### config.mk
export PLATFORM = sky130hd
export DESIGN_NAME = fsa_col_edge_writer
export DESIGN_NICKNAME = d
export VERILOG_FILES = /design/src/rtl/fsa_col_edge_writer.sv
export SDC_FILE = /design/constraint.sdc
export NUM_CORES = 1
export LEC_CHECK = 0
export BUFFER_PORTS_ARGS = -buffer_cell sky130_fd_sc_hd__buf_2
export CELL_PAD_IN_SITES_DETAIL_PLACEMENT = 2
export CELL_PAD_IN_SITES_GLOBAL_PLACEMENT = 2
export CORE_MARGIN = 2
export CORE_UTILIZATION = 26
export DETAILED_ROUTE_END_ITERATION = 8
export PLACE_DENSITY = 0.85
export SLEW_MARGIN = 20
export SYNTH_ARGS = -nofsm -noshare
export SYNTH_HDL_FRONTEND = slang
export SYNTH_SLANG_ARGS = --single-unit
### constraint.sdc
create_clock -name clk -period 1.6 [get_ports clk]
set_input_delay 0.32 -clock clk [delete_from_list [all_inputs] [get_ports clk]]
set_output_delay 0.32 -clock clk [all_outputs]
set_load 0.03 [all_outputs]
### src/rtl/fsa_col_edge_writer.sv
// Writer side of the ping-pong column blockram: per-column {val, top, bot} record
// of the first/last foreground row, built by a 3-stage read-modify-write pipeline.
module fsa_col_edge_writer #(
  parameter int C_IMG_WW        = 12,
  parameter int C_IMG_HW        = 12,
  parameter int C_CHANNEL_WIDTH = 8,
  parameter int BR_AW           = C_IMG_WW
) (
  input  logic                       clk,
  input  logic                       resetn,
  input  logic [C_IMG_HW-1:0]        height,
  input  logic [C_IMG_WW-1:0]        width,
  input  logic [C_CHANNEL_WIDTH-1:0] threshold,
  input  logic                       s_axis_tvalid,
  input  logic [C_CHANNEL_WIDTH-1:0] s_axis_tdata,
  input  logic                       s_axis_tuser,
  input  logic                       s_axis_tlast,
  output logic                       s_axis_tready,
  input  logic [C_IMG_WW-1:0]        s_axis_source_x,
  input  logic [C_IMG_HW-1:0]        s_axis_source_y,
  output logic                       mem_rd_en,
  output logic [BR_AW:0]             mem_rd_addr,
  input  logic [2*C_IMG_HW:0]        mem_rd_data,
  output logic                       mem_wr_en,
  output logic [BR_AW:0]             mem_wr_addr,
  output logic [2*C_IMG_HW:0]        mem_wr_data,
  output logic                       rd_bank,
  output logic                       frame_done
);
  localparam int RW = 1 + 2*C_IMG_HW;

  typedef enum logic [1:0] {IDLE, SCAN, FLUSH, COMMIT} state_t;

  state_t              state;
  logic                flush_cnt;
  logic                wr_bank;
  logic                acc, proc, is_last;
  logic [2:1]          vld_pipe;
  logic                fg_q, first_q, bank_q;
  logic [BR_AW-1:0]    x_q;
  logic [C_IMG_HW-1:0] y_q;
  logic [RW-1:0]       new_rec;
  logic                unused_tlast;

  assign unused_tlast  = s_axis_tlast;
  assign wr_bank       = ~rd_bank;
  assign s_axis_tready = (state == IDLE) || (state == SCAN);
  assign frame_done    = (state == COMMIT);
  assign acc           = s_axis_tvalid & s_axis_tready;
  // In IDLE only a start-of-frame pixel enters the pipeline.
  assign proc          = acc & ((state == SCAN) | s_axis_tuser);
  assign is_last       = (s_axis_source_x == width - 1'b1) && (s_axis_source_y == height - 1'b1);

  assign mem_rd_en   = proc;
  assign mem_rd_addr = {wr_bank, BR_AW'(s_axis_source_x)};
  assign mem_wr_en   = vld_pipe[2];

  always_ff @(posedge clk or negedge resetn) begin
    if (!resetn) begin
      state     <= IDLE;
      flush_cnt <= 1'b0;
      rd_bank   <= 1'b0;
    end else begin
      flush_cnt <= 1'b0;
      case (state)
        IDLE:   if (proc) state <= is_last ? FLUSH : SCAN;
        SCAN:   if (proc && !s_axis_tuser && is_last) state <= FLUSH;
        FLUSH: begin
          flush_cnt <= 1'b1;
          if (flush_cnt) state <= COMMIT;
        end
        COMMIT: begin
          rd_bank <= ~rd_bank;
          state   <= IDLE;
        end
        default: state <= IDLE;
      endcase
    end
  end

  // Row 0 (or a restart) ignores stale RAM content, so no clear pass is needed.
  always_comb begin
    new_rec = mem_rd_data;
    if (first_q)
      new_rec = fg_q ? {1'b1, y_q, y_q} : '0;
    else if (fg_q)
      new_rec = mem_rd_data[RW-1] ? {1'b1, mem_rd_data[2*C_IMG_HW-1:C_IMG_HW], y_q}
                                  : {1'b1, y_q, y_q};
  end

  always_ff @(posedge clk or negedge resetn) begin
    if (!resetn) begin
      vld_pipe    <= '0;
      fg_q        <= 1'b0;
      first_q     <= 1'b0;
      bank_q      <= 1'b0;
      x_q         <= '0;
      y_q         <= '0;
      mem_wr_addr <= '0;
      mem_wr_data <= '0;
    end else begin
      vld_pipe <= {vld_pipe[1], proc};
      if (proc) begin
        fg_q    <= s_axis_tdata < threshold;
        first_q <= (s_axis_source_y == '0) | s_axis_tuser;
        bank_q  <= wr_bank;
        x_q     <= BR_AW'(s_axis_source_x);
        y_q     <= s_axis_source_y;
      end
      if (vld_pipe[1]) begin
        mem_wr_addr <= {bank_q, x_q};
        mem_wr_data <= new_rec;
      end
    end
  end
endmodule

==> impl_metrics.toml <==
[clock_tree]
cts_buffers = 9
cts_sinks = 71
root_buffer = "clkbuf_16"
tritoncts = "done"
cts_buffer_depth = 2
clkSlewWorstSetupHoldPaths_ns = 0.06
postCtsHoldBufs = 0
htree_levels = 3
clk_latency_ns = 0.34

[synth]
synth_ff_type = "dfrtp_1"
ys_seq_area_share_pct = 44.4
synthCells = 437
synth_edf_count = 0
synth_area_per_cell_um2 = 9.16
async_reset_ff_share_pct = 100
synth_area_mm2 = 0.00400
synth_nets = 544
ys.warnings.count = 0
yosysMostFrequentCell = "nand2_1"
ys_seq_elements = 71
synth_cell_types = 53
yosysTopAreaCellShare_pct = 44.4
synth_area_leader_cell = "dfrtp_1"
yosys-top-cells-area = "dfrtp_1, nand2_1, a22oi_1"
yosys-top-cells-count = "nand2_1, dfrtp_1, nor2_1"

[die]
start_util_pct = 26.4
fp.dieH_um = 128
die_w_um = 128
dieArea_mm2 = 0.0164
rows = 45
core_area_mm2 = 0.0151
boundaryPins = 150

[global_route]
grtUsageMet3_pct = 3.80
busiest_layer = "met2"
groute.usage.overall_pct = 20.3
grt_use_met1_pct = 22.9
grt_max_degree = 72
grt_first_pass_wirelength_um = 25400
grt_util_met2_pct = 39.4
antenna_found_initial = 1
grt_pass1_vias = 4648
grt_overflow = 0

[pwr]
cellPowerDensity_mw_per_mm2 = 1670
p_leak_nw = 3.15
seq_power_share_pct = 31.1
comb_power_share_pct = 51.9
clock_power_share_pct = 17.1
p_int_mw = 5.89
p_sw_share_pct = 44.6
peakVddDrop_mv = 0.731
p_switching_mw = 4.75

[worst_setup_path]
cpMostUsedCell = "xnor2_1"
worstPathArrival_ns = 2.67
cp_max_fo = 3
required_ns = 1.81
path_cells = "buf_8 > buf_4 > xnor2_1 > xnor2_1 > o31a_1 > nor3_2 > o2111ai_4 > o31ai_2 > a21oi_1 > a311o_1"
cp-end-kind = "flip-flop"
crit_type = "in -> reg"
slowest_delay_ns = 0.40
slowest_stage = "xnor2_1"
start_kind = "input port"

[finish]
stdcell_area_mm2 = 0.00637
syn_to_final_growth_pct = 59.3
nets = 756
final-seq-area_mm2 = 0.00178
drive_above_1_share_pct = 52.5
nFillCells = 1640
utilization_pct = 42.1
multi_input_area_mm2 = 0.00242

[timing]
slew_headroom_pct = 54.4
final_max_slew_viol_count = 0
hold_viol_final = 6
tightest_slew_ns = 0.683
setup_ws_ns = -0.858
tns_ns = -4.06
fin_skew_ns = 0.00747
fmax_mhz = 407
rsz0062_at_grt = "yes"
hold-worst-slack_ns = -0.0155
layout_min_cycle_time_ns = 2.46
setup_violations = 20
timing.final.crit_share_pct = 154

[routing]
first_pass_iters = 4
detail_route.wl_per_cell_um = 21.2
post-route-drc-count = 0
totalWireLength_um = 17900
antenna_left = 0
via_count = 4178
drt-vias-per-instance = 4.96
drtIter0Drc = 145

[place]
portBuffers = 148
hpwlAfterDp_um = 12100
place_ws_ns = -1.03
place_congestion = 0.836
place_area_mm2 = 0.00536

[run]
drv_cap = 0

[outcome]
violations = "negative hold slack, negative setup slack"
status = "finished with violations"

[hold_path]
hold_path_class = "in -> async"
## what timing repair did
| item | CTS | global route |
|---|---|---|
| gates cloned | 0 | 3 |
| setup endpoints to repair | 34 | 30 |
| setup buffers | 10 | 6 |
| pin swaps | 12 | 40 |
| resized for setup | 43 | 100 |
## cells by family (layout without fill, tap and decap cells)
family	after synthesis	count (layout)	share of synthesized area [%]
other	0	1	0
buffers and inverters	52	268	6.28
AND/OR/NAND/NOR	170	170	20.1
multiplexers	15	15	4.16
AO/OA/AOI/OAI	83	83	13.8
flip-flops	71	71	44.4
XOR/XNOR	33	33	7.22
adder cells (fa/ha/maj)	13	13	4.07
## cells in the final DEF, fill, tap and decap left out, types with 2 or more instances in the layout
cell type and instances:
nor4_1 5, nand4_1 3, nor2_1 38, mux2_2 13, buf_8 4, ha_1 7
nand2_2 25, and3_2 2, nor3_4 2, nand2b_1 2, nor3b_1 2, clkbuf_1 3
nor4_4 2, a311oi_2 2, a211o_1 2, inv_1 13, dfrtp_1 70, inv_2 6
nand2_4 19, o21ai_0 4, nand3b_1 3, buf_2 138, a21o_1 5, nand3_1 10
buf_12 4, nor3_1 3, ha_4 5, xnor2_1 17, mux2i_1 2, buf_6 15
clkbuf_16 12, a21oi_1 31, nor3_2 2, nand2_1 37, buf_4 68, xor2_1 15
a22oi_1 24, inv_6 2
## cell type report
type,count,share of cell area [%]
antenna,1,0.0393
clock buffer,12,3.71
clock inverter,3,0.334
inverter,21,1.39
multi-input combinational,314,38.1
sequential,71,27.9
tap,188,3.69
timing repair buffer,232,24.9
## sequential cells by signal, summed over array words and instances, names as in the netlist
signal / flops
mem_wr_data: 25
mem_wr_addr: 13
x_q: 12
y_q: 12
state: 2
vld_pipe: 2
bank_q: 1
fg_q: 1
first_q: 1
flush_cnt: 1
rd_bank: 1
## power groups by stage
stage	combinational (mW)	sequential [mW]	clock, mW
floorplan	1.97	4.05	0
global placement	4.26	3.20	0
detailed placement	4.51	3.27	0
CTS	4.89	3.26	1.87
global route	5.95	3.42	1.94
finish	5.52	3.30	1.82
## per-layer routing
layer / vias up / share of wire, %
li1: 1914 / -
met1: 2094 / 37
met2: 137 / 56
met3: 33 / 4.3
met4: 0 / 2.8
met5: - / 0
## final timing paths
| check | start | endpoint | slack [ns] | cells after the start |
|---|---|---|---|---|
| worst max register to register | state[0] | state[0] | -0.39 | 8 |
| worst min-delay path | resetn | mem_wr_data[2] | -0.02 | 2 |
| worst min register to register | x_q[11] | x_q[11] | 0.50 | 2 |
| max in group asynchronous | resetn | mem_wr_addr[10] | 1.27 | 2 |
| min in group clk | s_axis_source_x[11] | x_q[11] | 0.23 | 3 |
| worst max-delay path | height[3] | state[0] | -0.86 | 10 |
## worst max-delay path, delay by kind of cell
family,cells,cell delay (ns)
buffers and inverters,2,0.25
AND/OR/NAND/NOR,1,0.29
AO/OA/AOI/OAI,5,1.26
XOR/XNOR,2,0.54
## metrics by stage
stage	total power, mW	std cells	hold slack, ns
5_1_grt	11.3	841	0.0155
3_5_place_dp	7.78	808	0.369
6_report	10.6	842	-0.0155
4_1_cts	10.0	833	0.00217
2_1_floorplan	6.02	437	0.0244
3_3_place_gp	7.46	808	0.363
Power figures use the tool's default switching activity.
